[src/rtl/ucode_mul_seq.sv]
// rtl/ucode_mul_seq.sv - microcode multiply sequencer injecting MOV/ADD/SUB/NOT micro-ops
module ucode_mul_seq #(
    parameter int          CNT_W       = 32,
    parameter int          REG_W       = 4,
    parameter int          SCRATCH_REG = 15,
    parameter logic [31:0] NOP_INSTR   = {5'b11001, 27'b0}
) (
    input  logic             clk,
    input  logic             rst,
    input  logic             start_mul,
    output logic             mul_ready,
    input  logic [1:0]       mul_type,
    input  logic [REG_W-1:0] dest_reg,
    input  logic [REG_W-1:0] source_reg,
    input  logic [15:0]      immediate,
    input  logic [CNT_W-1:0] readDataSecond,
    input  logic [3:0]       flags_in,
    input  logic             stall,
    input  logic             flush,
    output logic [31:0]      output_instruction,
    output logic             mux_ctrl,
    output logic             mul_release,
    output logic [3:0]       flags_back_out,
    output logic             busy
);

    // Opcodes of the injected micro-ops
    localparam logic [6:0] OP_MOV  = 7'b0000000;
    localparam logic [6:0] OP_ADD  = 7'b0110001;
    localparam logic [6:0] OP_ADDS = 7'b0111001;
    localparam logic [6:0] OP_SUB  = 7'b0110010;
    localparam logic [6:0] OP_SUBI = 7'b0010010;
    localparam logic [6:0] OP_NOT  = 7'b0110110;

    // Register fields in the instruction word are four bits wide
    localparam logic [3:0] SCR_FLD = 4'(SCRATCH_REG);

    typedef enum logic [3:0] {
        S_IDLE,
        S_CLEAR,
        S_COPY0,
        S_COPY1,
        S_MOV,
        S_ADD,
        S_FIX_SUB,
        S_FIX_NOT,
        S_HALT
    } state_t;

    // Sequencer state and operands captured at acceptance
    state_t           state_q, state_d;
    logic [CNT_W-1:0] cnt_q, cnt_d;
    logic [REG_W-1:0] dest_q, dest_d;
    logic [REG_W-1:0] src_q, src_d;
    logic [3:0]       flags_q, flags_d;
    logic             neg_q, neg_d;
    logic             adds_q, adds_d;
    logic             via_scr_q, via_scr_d;

    // Registered outputs
    logic [31:0]      instr_q, instr_d;
    logic             mux_ctrl_q, mux_ctrl_d;
    logic             mul_release_q, mul_release_d;
    logic [3:0]       flags_back_q, flags_back_d;
    logic             ready_q, ready_d;
    logic             busy_q, busy_d;

    // Multiplier decode helpers
    logic [CNT_W-1:0] imm_ext;
    logic [CNT_W-1:0] mult_val;
    logic [CNT_W-1:0] mult_mag;
    logic             mult_neg;

    // Builds the micro-op a given state emits; idle and halt emit the NOP
    function automatic logic [31:0] encode(
        input state_t           st,
        input logic [REG_W-1:0] rd,
        input logic [REG_W-1:0] rn,
        input logic             via_scr,
        input logic             use_adds
    );
        logic [3:0] d;
        logic [3:0] s;
        logic [3:0] e;
        logic [6:0] add_op;
        d      = 4'(rd);
        s      = 4'(rn);
        e      = via_scr ? SCR_FLD : s;
        add_op = use_adds ? OP_ADDS : OP_ADD;
        case (st)
            S_CLEAR:   encode = {OP_SUB, d, d, d, 13'b0};
            S_COPY0:   encode = {OP_SUB, SCR_FLD, SCR_FLD, SCR_FLD, 13'b0};
            S_COPY1:   encode = {OP_ADD, SCR_FLD, SCR_FLD, s, 13'b0};
            S_MOV:     encode = {OP_MOV, d, 5'b0, 16'b0};
            S_ADD:     encode = {add_op, d, d, e, 13'b0};
            S_FIX_SUB: encode = {OP_SUBI, d, d, 1'b0, 16'd1};
            S_FIX_NOT: encode = {OP_NOT, d, d, 17'b0};
            default:   encode = NOP_INSTR;
        endcase
    endfunction

    // Next state, operand capture and next values of the registered outputs
    always_comb begin
        state_d   = state_q;
        cnt_d     = cnt_q;
        dest_d    = dest_q;
        src_d     = src_q;
        flags_d   = flags_q;
        neg_d     = neg_q;
        adds_d    = adds_q;
        via_scr_d = via_scr_q;

        imm_ext  = CNT_W'($signed(immediate));
        mult_val = mul_type[0] ? readDataSecond : imm_ext;
        mult_neg = mult_val[CNT_W-1];
        // The most negative value maps onto itself, which read unsigned is its magnitude
        mult_mag = mult_neg ? (~mult_val + CNT_W'(1)) : mult_val;

        if (flush && (state_q != S_IDLE)) begin
            state_d = S_IDLE;
        end else begin
            unique case (state_q)
                S_IDLE: begin
                    if (start_mul) begin
                        cnt_d     = mult_mag;
                        dest_d    = dest_reg;
                        src_d     = source_reg;
                        flags_d   = flags_in;
                        neg_d     = mult_neg;
                        adds_d    = mul_type[1];
                        via_scr_d = (dest_reg == source_reg);
                        if (mult_mag == '0) begin
                            state_d = S_CLEAR;
                        end else if (dest_reg == source_reg) begin
                            state_d = S_COPY0;
                        end else begin
                            state_d = S_MOV;
                        end
                    end
                end
                S_CLEAR:   if (!stall) state_d = S_HALT;
                S_COPY0:   if (!stall) state_d = S_COPY1;
                S_COPY1:   if (!stall) state_d = S_MOV;
                S_MOV:     if (!stall) state_d = S_ADD;
                S_ADD: begin
                    if (!stall) begin
                        cnt_d = cnt_q - CNT_W'(1);
                        if (cnt_q == CNT_W'(1)) begin
                            state_d = neg_q ? S_FIX_SUB : S_HALT;
                        end
                    end
                end
                S_FIX_SUB: if (!stall) state_d = S_FIX_NOT;
                S_FIX_NOT: if (!stall) state_d = S_HALT;
                S_HALT:    state_d = S_IDLE;
                default:   state_d = S_IDLE;
            endcase
        end

        // Outputs are registered against the state being entered
        instr_d       = encode(state_d, dest_d, src_d, via_scr_d, adds_d);
        mux_ctrl_d    = (state_d != S_IDLE) && (state_d != S_HALT);
        mul_release_d = (state_d == S_HALT);
        flags_back_d  = (state_d == S_HALT) ? flags_d : flags_back_q;
        ready_d       = (state_d == S_IDLE);
        busy_d        = (state_d != S_IDLE);
    end

    // State, captured operands and registered outputs
    always_ff @(posedge clk or negedge rst) begin
        if (!rst) begin
            state_q       <= S_IDLE;
            cnt_q         <= '0;
            dest_q        <= '0;
            src_q         <= '0;
            flags_q       <= '0;
            neg_q         <= 1'b0;
            adds_q        <= 1'b0;
            via_scr_q     <= 1'b0;
            instr_q       <= NOP_INSTR;
            mux_ctrl_q    <= 1'b0;
            mul_release_q <= 1'b0;
            flags_back_q  <= '0;
            ready_q       <= 1'b1;
            busy_q        <= 1'b0;
        end else begin
            state_q       <= state_d;
            cnt_q         <= cnt_d;
            dest_q        <= dest_d;
            src_q         <= src_d;
            flags_q       <= flags_d;
            neg_q         <= neg_d;
            adds_q        <= adds_d;
            via_scr_q     <= via_scr_d;
            instr_q       <= instr_d;
            mux_ctrl_q    <= mux_ctrl_d;
            mul_release_q <= mul_release_d;
            flags_back_q  <= flags_back_d;
            ready_q       <= ready_d;
            busy_q        <= busy_d;
        end
    end

    assign output_instruction = instr_q;
    assign mux_ctrl           = mux_ctrl_q;
    assign mul_release        = mul_release_q;
    assign flags_back_out     = flags_back_q;
    assign mul_ready          = ready_q;
    assign busy               = busy_q;

endmodule
[config.mk]
export PLATFORM = sky130hd
export DESIGN_NAME = ucode_mul_seq
export DESIGN_NICKNAME = d
export VERILOG_FILES = /design/src/rtl/ucode_mul_seq.sv
export SDC_FILE = /design/constraint.sdc
export NUM_CORES = 1
export LEC_CHECK = 0
export ABC_AREA = 1
export BUFFER_PORTS_ARGS = -buffer_cell sky130_fd_sc_hd__buf_4
export CAP_MARGIN = 5
export CORE_UTILIZATION = 52
export CTS_CLUSTER_SIZE = 8
export DETAILED_ROUTE_END_ITERATION = 10
export PLACE_DENSITY = 0.77
export SLEW_MARGIN = 20
export SYNTH_ARGS = -nofsm -noshare
export SYNTH_HDL_FRONTEND = slang
export SYNTH_SLANG_ARGS = --single-unit
export TNS_END_PERCENT = 100
[constraint.sdc]
create_clock -name clk -period 2.6 [get_ports clk]
set_clock_uncertainty 0.2 [all_clocks]
set_input_delay 0.13 -clock clk [delete_from_list [all_inputs] [get_ports clk]]
set_output_delay 0.13 -clock clk [all_outputs]
set_load 0.1 [all_outputs]
Yosys cells after proc, flatten, opt, wreduce, memory -nomap -nowiden
Index checks and enable logic that the tools add are counted.

Equality and inequality tests: 20. Reduce and logical (&&, ||, !) cells: 11. Multiplexer cells: 36. $add $sub $neg: 2. Bitwise operators: 2.

Operators by type and width (number): 32-bit one-hot mux with 7 select lines (1); 32-bit 2-to-1 mux (4); 4-bit 2-to-1 mux (21); 32-bit one-hot mux with 2 select lines (1); 32-bit by 1-bit adder with 32-bit output, second input constant (1); 32-bit by 1-bit equality test with 1-bit output, second input constant (1); 4-bit by 3-bit equality test with 1-bit output, second input constant (8); 32-bit zero test (1); 32-bit inverter (1); 32-bit by 1-bit subtractor with 32-bit output, second input constant (1); 4-bit one-hot mux with 7 select lines (1); 4-bit by 2-bit equality test with 1-bit output, second input constant (4); 4-bit by 1-bit equality test with 1-bit output, second input constant (2); 4-bit zero test (2); 4-bit nonzero test (2); 1-bit 2-to-1 mux (6); 3-bit 2-to-1 mux (2); 4-bit equality test (1); 4-bit equality test, second input constant (1); 2-bit != test, second input constant (2); 4-bit != test, second input constant (1); 4-bit AND reduction (1); 3-bit AND reduction (1); 1-bit logical AND (2); 3 further kinds (3).

Input port bits: 67. Word-level logic and storage cells: 85. Flip-flop bits (word level): 91. Output and inout bits: 40.

Longest topological paths before layout
Word-level depth: 11. Mapped depth: 26. Depth with buffers taken out: 24.

Worst setup path after synthesis
No wires, ideal clock.

Path type: input to register. Start point: in mul_type[0]. End point: reg instr_q[21], in the netlist output_instruction[21]. Data arrival time: 2.362 ns. Slack: -0.087 ns. Stages on the path: 23. Path through: buf_6 -> inv_8 -> buf_6 -> nand2_1 -> nand2_2 -> ha_1 -> nand2_1 -> nor2_1 -> nand2_2 -> nor2_4 -> nand3_1 -> nand3_1 -> nand2_1 -> nor2_1 -> nand2_1 -> nor2_1 -> nand3_2 -> nand2_2 -> nand2_2 -> nand2_4 -> nand2_4 -> a21oi_1 -> nand2_1.

Longest elaborated chain between the ends: 11. Elaborated cells on any way between the ends: 17.

Ends and longest elaborated chain: from (decl) (RTL line 12) `input logic [1:0] mul_type,`; 32-bit 2-to-1 mux (*) (RTL line 114) `mult_val = mul_type[0] ? readDataSecond : imm_ext;`; 32-bit inverter (RTL line 117) `mult_mag = mult_neg ? (~mult_val + CNT_W'(1)) : mult_val;`; 32-bit by 1-bit adder with 32-bit output (RTL line 117); 32-bit 2-to-1 mux (*) (RTL line 117); 32-bit zero test (*) (RTL line 132) `if (mult_mag == '0) begin`; 3-bit 2-to-1 mux (*) (RTL line 132); 4-bit 2-to-1 mux (*) (RTL line 124) `if (start_mul) begin`; 4-bit one-hot mux with 7 select lines (*) (RTL line 122) `unique case (state_q)`; 4-bit 2-to-1 mux (*) (RTL line 119) `if (flush && (state_q != S_IDLE)) begin`; 4-bit by 3-bit equality test with 1-bit output, or another cell as far along (RTL line 90) `case (st)`; 32-bit one-hot mux with 7 select lines (*) (RTL line 90); named net instr_d[21] (RTL line 61) `logic [31:0] instr_q, instr_d;`; to (signal assigned) (RTL line 195) `instr_q <= instr_d;`; to (decl) (RTL line 61).

Mark *: on every way through the listed nets, which the timed path passes. The rest lies on a longest branch. A chain may end at the register's enable or synchronous reset.

Worst setup path after layout
Start point: reg cnt_q[12]. End point: reg instr_q[27], in the netlist output_instruction[27].

Longest elaborated chain between the ends: 7. Elaborated cells on any way between the ends: 13.

Ends and longest elaborated chain: from (decl) (RTL line 52) `logic [CNT_W-1:0] cnt_q, cnt_d;`; from (signal assigned) (RTL line 188) `cnt_q <= cnt_d;`; 32-bit by 1-bit equality test with 1-bit output (*) (RTL line 148) `if (cnt_q == CNT_W'(1)) begin`; 4-bit 2-to-1 mux (*) (RTL line 148); 4-bit 2-to-1 mux (*) (RTL line 146) `if (!stall) begin`; 4-bit one-hot mux with 7 select lines (*) (RTL line 122); 4-bit 2-to-1 mux (*) (RTL line 119); 4-bit by 3-bit equality test with 1-bit output, or another cell as far along (RTL line 90); 32-bit one-hot mux with 7 select lines (*) (RTL line 90); named net instr_d[27] (RTL line 61).

Marks and branches as above.

==> impl_metrics.tcl <==
set metrics [dict create \
    synth_edf_count 0 \
    worstSetupPathType "reg2reg" \
    drive_gt1_share_pct 32.85 \
    drv_slew 0 \
    synth_seq_cells 79 \
    max_freq_ghz 0.3726 \
    seq_area_frac_synth_pct 30.81 \
    syn_area_mm2 0.006432 \
    yosys_warnings 0 \
    globalplace.congestion 0.9462 \
    rsz0062_at_grt "yes" \
    critical_path.endpoint_type "register" \
    max_slew_margin_pct 34.65 \
    post_synth_arst_share_pct 100.0 \
    insertedDiodeCount 0 \
    syn-instance-count 1033 \
    dpl-instance-area_mm2 0.008401 \
    failed_checks "setup timing" \
    run_status "complete, but fails checks" \
    main_flop_type_after_synthesis "sky130_fd_sc_hd__dfrtp_1" \
    max-clock-path-buffers 2 \
    mean_routed_wirelength_per_cell_um 14.10 \
    syn_to_final_growth_pct 45.50 \
    detailroute.via_count 7550 \
    synthesis.area_per_instance_um2 6.227 \
    distinct_cell_type_count_after_synthesis 52 \
    die-width_um 113.2 \
    drcViolationCount 0 \
    finalWorstSetupSlack_ns -0.08393 \
    crit_fanout 8 \
    cts_sinks 79 \
    worst-slew-pin-transition_ns 0.9803 \
    floorplan.die_area_mm2 0.01282 \
    p_total_mw 9.017 \
    clockRootBuffer "sky130_fd_sc_hd__clkbuf_16" \
    hold_class "in2reg" \
    final_min_period_over_clock_period_pct 103.2 \
    synth_top_cell_area_share_pct 29.18 \
    drt_iter0_markers 552 \
    critical_path_arrival_ns 2.77 \
    timing.final.setup_violations 20 \
    grt-ovfl-total 0 \
    route.final.wire_length_um 20490 \
    ioPinCount 107 \
    placement.setup.worst_slack_ns -0.3215 \
    clk_pin_slew_worst_setup_hold_paths_ns 0.07 \
    vias_per_cell 5.196 \
    cts-buffers-inserted 9 \
    grt_pass1_vias 6913 \
    number_of_buffers_added_on_ports 94 \
    core_mm2 0.01201 \
    power_per_cell_area_mw_per_mm2 963.4 \
    first_pass_iters 5 \
    final_cell_area_mm2 0.009359 \
    hpwlAfterDp_um 14380 \
    hold_viol 0 \
    clkLatencyLatePin_ns 0.35 \
    drt.antenna.violating_nets 0 \
    number_of_antenna_violations_at_the_first_check_in_global_routing 0 \
    finish.net_count 1371 \
    grt_usage_pct 31.38 \
    synth_top_area_cell "sky130_fd_sc_hd__dfrtp_1" \
    cts_max_level 3 \
    required_ns 2.69 \
    synth.area.top_cells "sky130_fd_sc_hd__dfrtp_1 29%, sky130_fd_sc_hd__nand2_1 19%, sky130_fd_sc_hd__inv_1 7.9%, sky130_fd_sc_hd__nor2_1 7.6%, sky130_fd_sc_hd__nand3_1 6.6%" \
    die_height_um 113.2 \
    initial_utilization_pct 53.55 \
    tritoncts "built" \
    vdd_drop_max_uv 537.9 \
    grt_pass1_wl_um 31890 \
    cap_viol_max_count 0 \
    fp-row-count 40 \
    power_leakage_nw 4.989 \
    crit_path_start_kind "register" \
    fin_crit_ns 2.684 \
    grt_start_max_net_pins 80 \
]
## layer usage
metal | wire [um] | vias to the layer above | share of wire (%) | GRT usage [%]
met5 | 0 | - | 0 | 0
li1 | - | 3768 | - | -
met4 | 445 | 0 | 2.2 | 9.298
met2 | 9676 | 304 | 47 | 51.08
met3 | 1332 | 44 | 6.5 | 4.553
met1 | 9033 | 3434 | 44 | 43.30
## critical path, stage by stage (launching register included)
cell and delay (ns):
sky130_fd_sc_hd__dfrtp_1 0.41, sky130_fd_sc_hd__nor2_2 0.13, sky130_fd_sc_hd__nand2_1 0.08, sky130_fd_sc_hd__nor3_2 0.22, sky130_fd_sc_hd__nand2_1 0.12, sky130_fd_sc_hd__nor4_2 0.17, sky130_fd_sc_hd__buf_4 0.16, sky130_fd_sc_hd__nor2_1 0.05
sky130_fd_sc_hd__a2111oi_2 0.29, sky130_fd_sc_hd__buf_4 0.19, sky130_fd_sc_hd__nand2_2 0.06, sky130_fd_sc_hd__nand2_4 0.13, sky130_fd_sc_hd__nand2_4 0.13, sky130_fd_sc_hd__inv_2 0.07, sky130_fd_sc_hd__nand2_1 0.10, sky130_fd_sc_hd__nand2_1 0.10
## metrics by stage
step / utilization, % / hold WS [ns] / cells / TNS, ns
after floorplan: - / -0.3656 / 1044 / -0.1085
after CTS: 74.54 / 0.007826 / 1442 / 0
after global placement: 69.94 / 0.1514 / 1410 / -4.458
final: 77.92 / 0.04527 / 1453 / -0.8416
after detailed placement: 69.94 / 0.1538 / 1410 / -7.044
after global routing: 77.92 / 0.04975 / 1453 / -5.214
## report_power, final
group	internal [mW]	switching, mW
logic	1.87	3.65
registers	1.80	0.299
clock network	0.850	0.547
total	4.52	4.50
## flip-flops by register name (all words and copies together) (netlist names)
signal,count
mul_ready,1
via_scr_q,1
mux_ctrl,1
output_instruction,20
flags_q,4
adds_q,1
flags_back_out,4
state_q,4
mul_release,1
busy,1
neg_q,1
cnt_q,32
src_q,4
dest_q,4
## Yosys cell counts, types with 7 or more instances
cell                       instances
sky130_fd_sc_hd__buf_4            15
sky130_fd_sc_hd__o21ai_0          59
sky130_fd_sc_hd__nand2_2          15
sky130_fd_sc_hd__nor2_4            7
sky130_fd_sc_hd__buf_6             7
sky130_fd_sc_hd__nand3_1          85
sky130_fd_sc_hd__a21oi_1          31
sky130_fd_sc_hd__nor2_1          131
sky130_fd_sc_hd__or2_2            11
sky130_fd_sc_hd__clkbuf_1         16
sky130_fd_sc_hd__nand2_1         326
sky130_fd_sc_hd__nor3_1            7
sky130_fd_sc_hd__dfrtp_1          75
sky130_fd_sc_hd__nand3b_1          9
sky130_fd_sc_hd__xor2_1           14
sky130_fd_sc_hd__inv_1           136
sky130_fd_sc_hd__o211ai_1         11
## logic make-up after synthesis
logic type | synth area share, %
flops | 30.81
xor+xnor | 2.042
buf+inv | 12.80
fa+ha+maj | 0.5836
compound gates | 12.39
simple gates | 41.31
other cells | 0.05830
## timing repair
| action | in CTS | in global routing |
|---|---|---|
| gates cloned | 1 | 1 |
| hold buffers | 11 | 0 |
| setup endpoints to repair | 29 | 38 |
| endpoints found under the hold margin | 90 | 0 |
| pin swaps | 3 | 22 |
| resized for setup | 22 | 90 |
| buffers inserted | 4 | 10 |
## layout make-up
| type | count | area, um^2 |
|---|---|---|
| multi-input combinational | 779 | 4044 |
| fill | 852 | 2653 |
| timing repair buffer | 287 | 2268 |
| sequential | 79 | 1983 |
| inverter | 145 | 556.8 |
| clock buffer | 10 | 229.0 |
| tap | 147 | 183.9 |
| clock inverter | 6 | 93.84 |
## placed cells by master (no fill, tap or decap), types with 11 or more instances in the layout
master and count:
sky130_fd_sc_hd__nand3_1 75, sky130_fd_sc_hd__a21oi_1 27, sky130_fd_sc_hd__o21ai_0 54, sky130_fd_sc_hd__nand2_2 28
sky130_fd_sc_hd__inv_2 12, sky130_fd_sc_hd__dfrtp_1 74, sky130_fd_sc_hd__dlygate4sd3_1 11, sky130_fd_sc_hd__nor2_4 18
sky130_fd_sc_hd__inv_1 130, sky130_fd_sc_hd__nor2_2 25, sky130_fd_sc_hd__nand2_1 309, sky130_fd_sc_hd__conb_1 12
sky130_fd_sc_hd__nor2_1 100, sky130_fd_sc_hd__xor2_1 14, sky130_fd_sc_hd__buf_4 266, sky130_fd_sc_hd__o211ai_1 11
## path summary, 6_finish.rpt
path	start	endpoint	slack, ns	cells after the start
setup / recovery	cnt_q[12]$_DFFE_PN0P_	output_instruction[27]$_DFF_PN1_	-0.08	15
hold / removal	dest_reg[2]	dest_q[2]$_DFF_PN0_	0.05	4
setup reg to reg	cnt_q[12]$_DFFE_PN0P_	output_instruction[27]$_DFF_PN1_	-0.08	15
hold reg to reg	flags_q[2]$_DFF_PN0_	flags_q[2]$_DFF_PN0_	0.28	2
max in group asynchronous	rst	cnt_q[5]$_DFFE_PN0P_	1.23	2
min in group asynchronous	rst	output_instruction[26]$_DFF_PN0_	0.30	2
(Power assumes the default switching activity.)
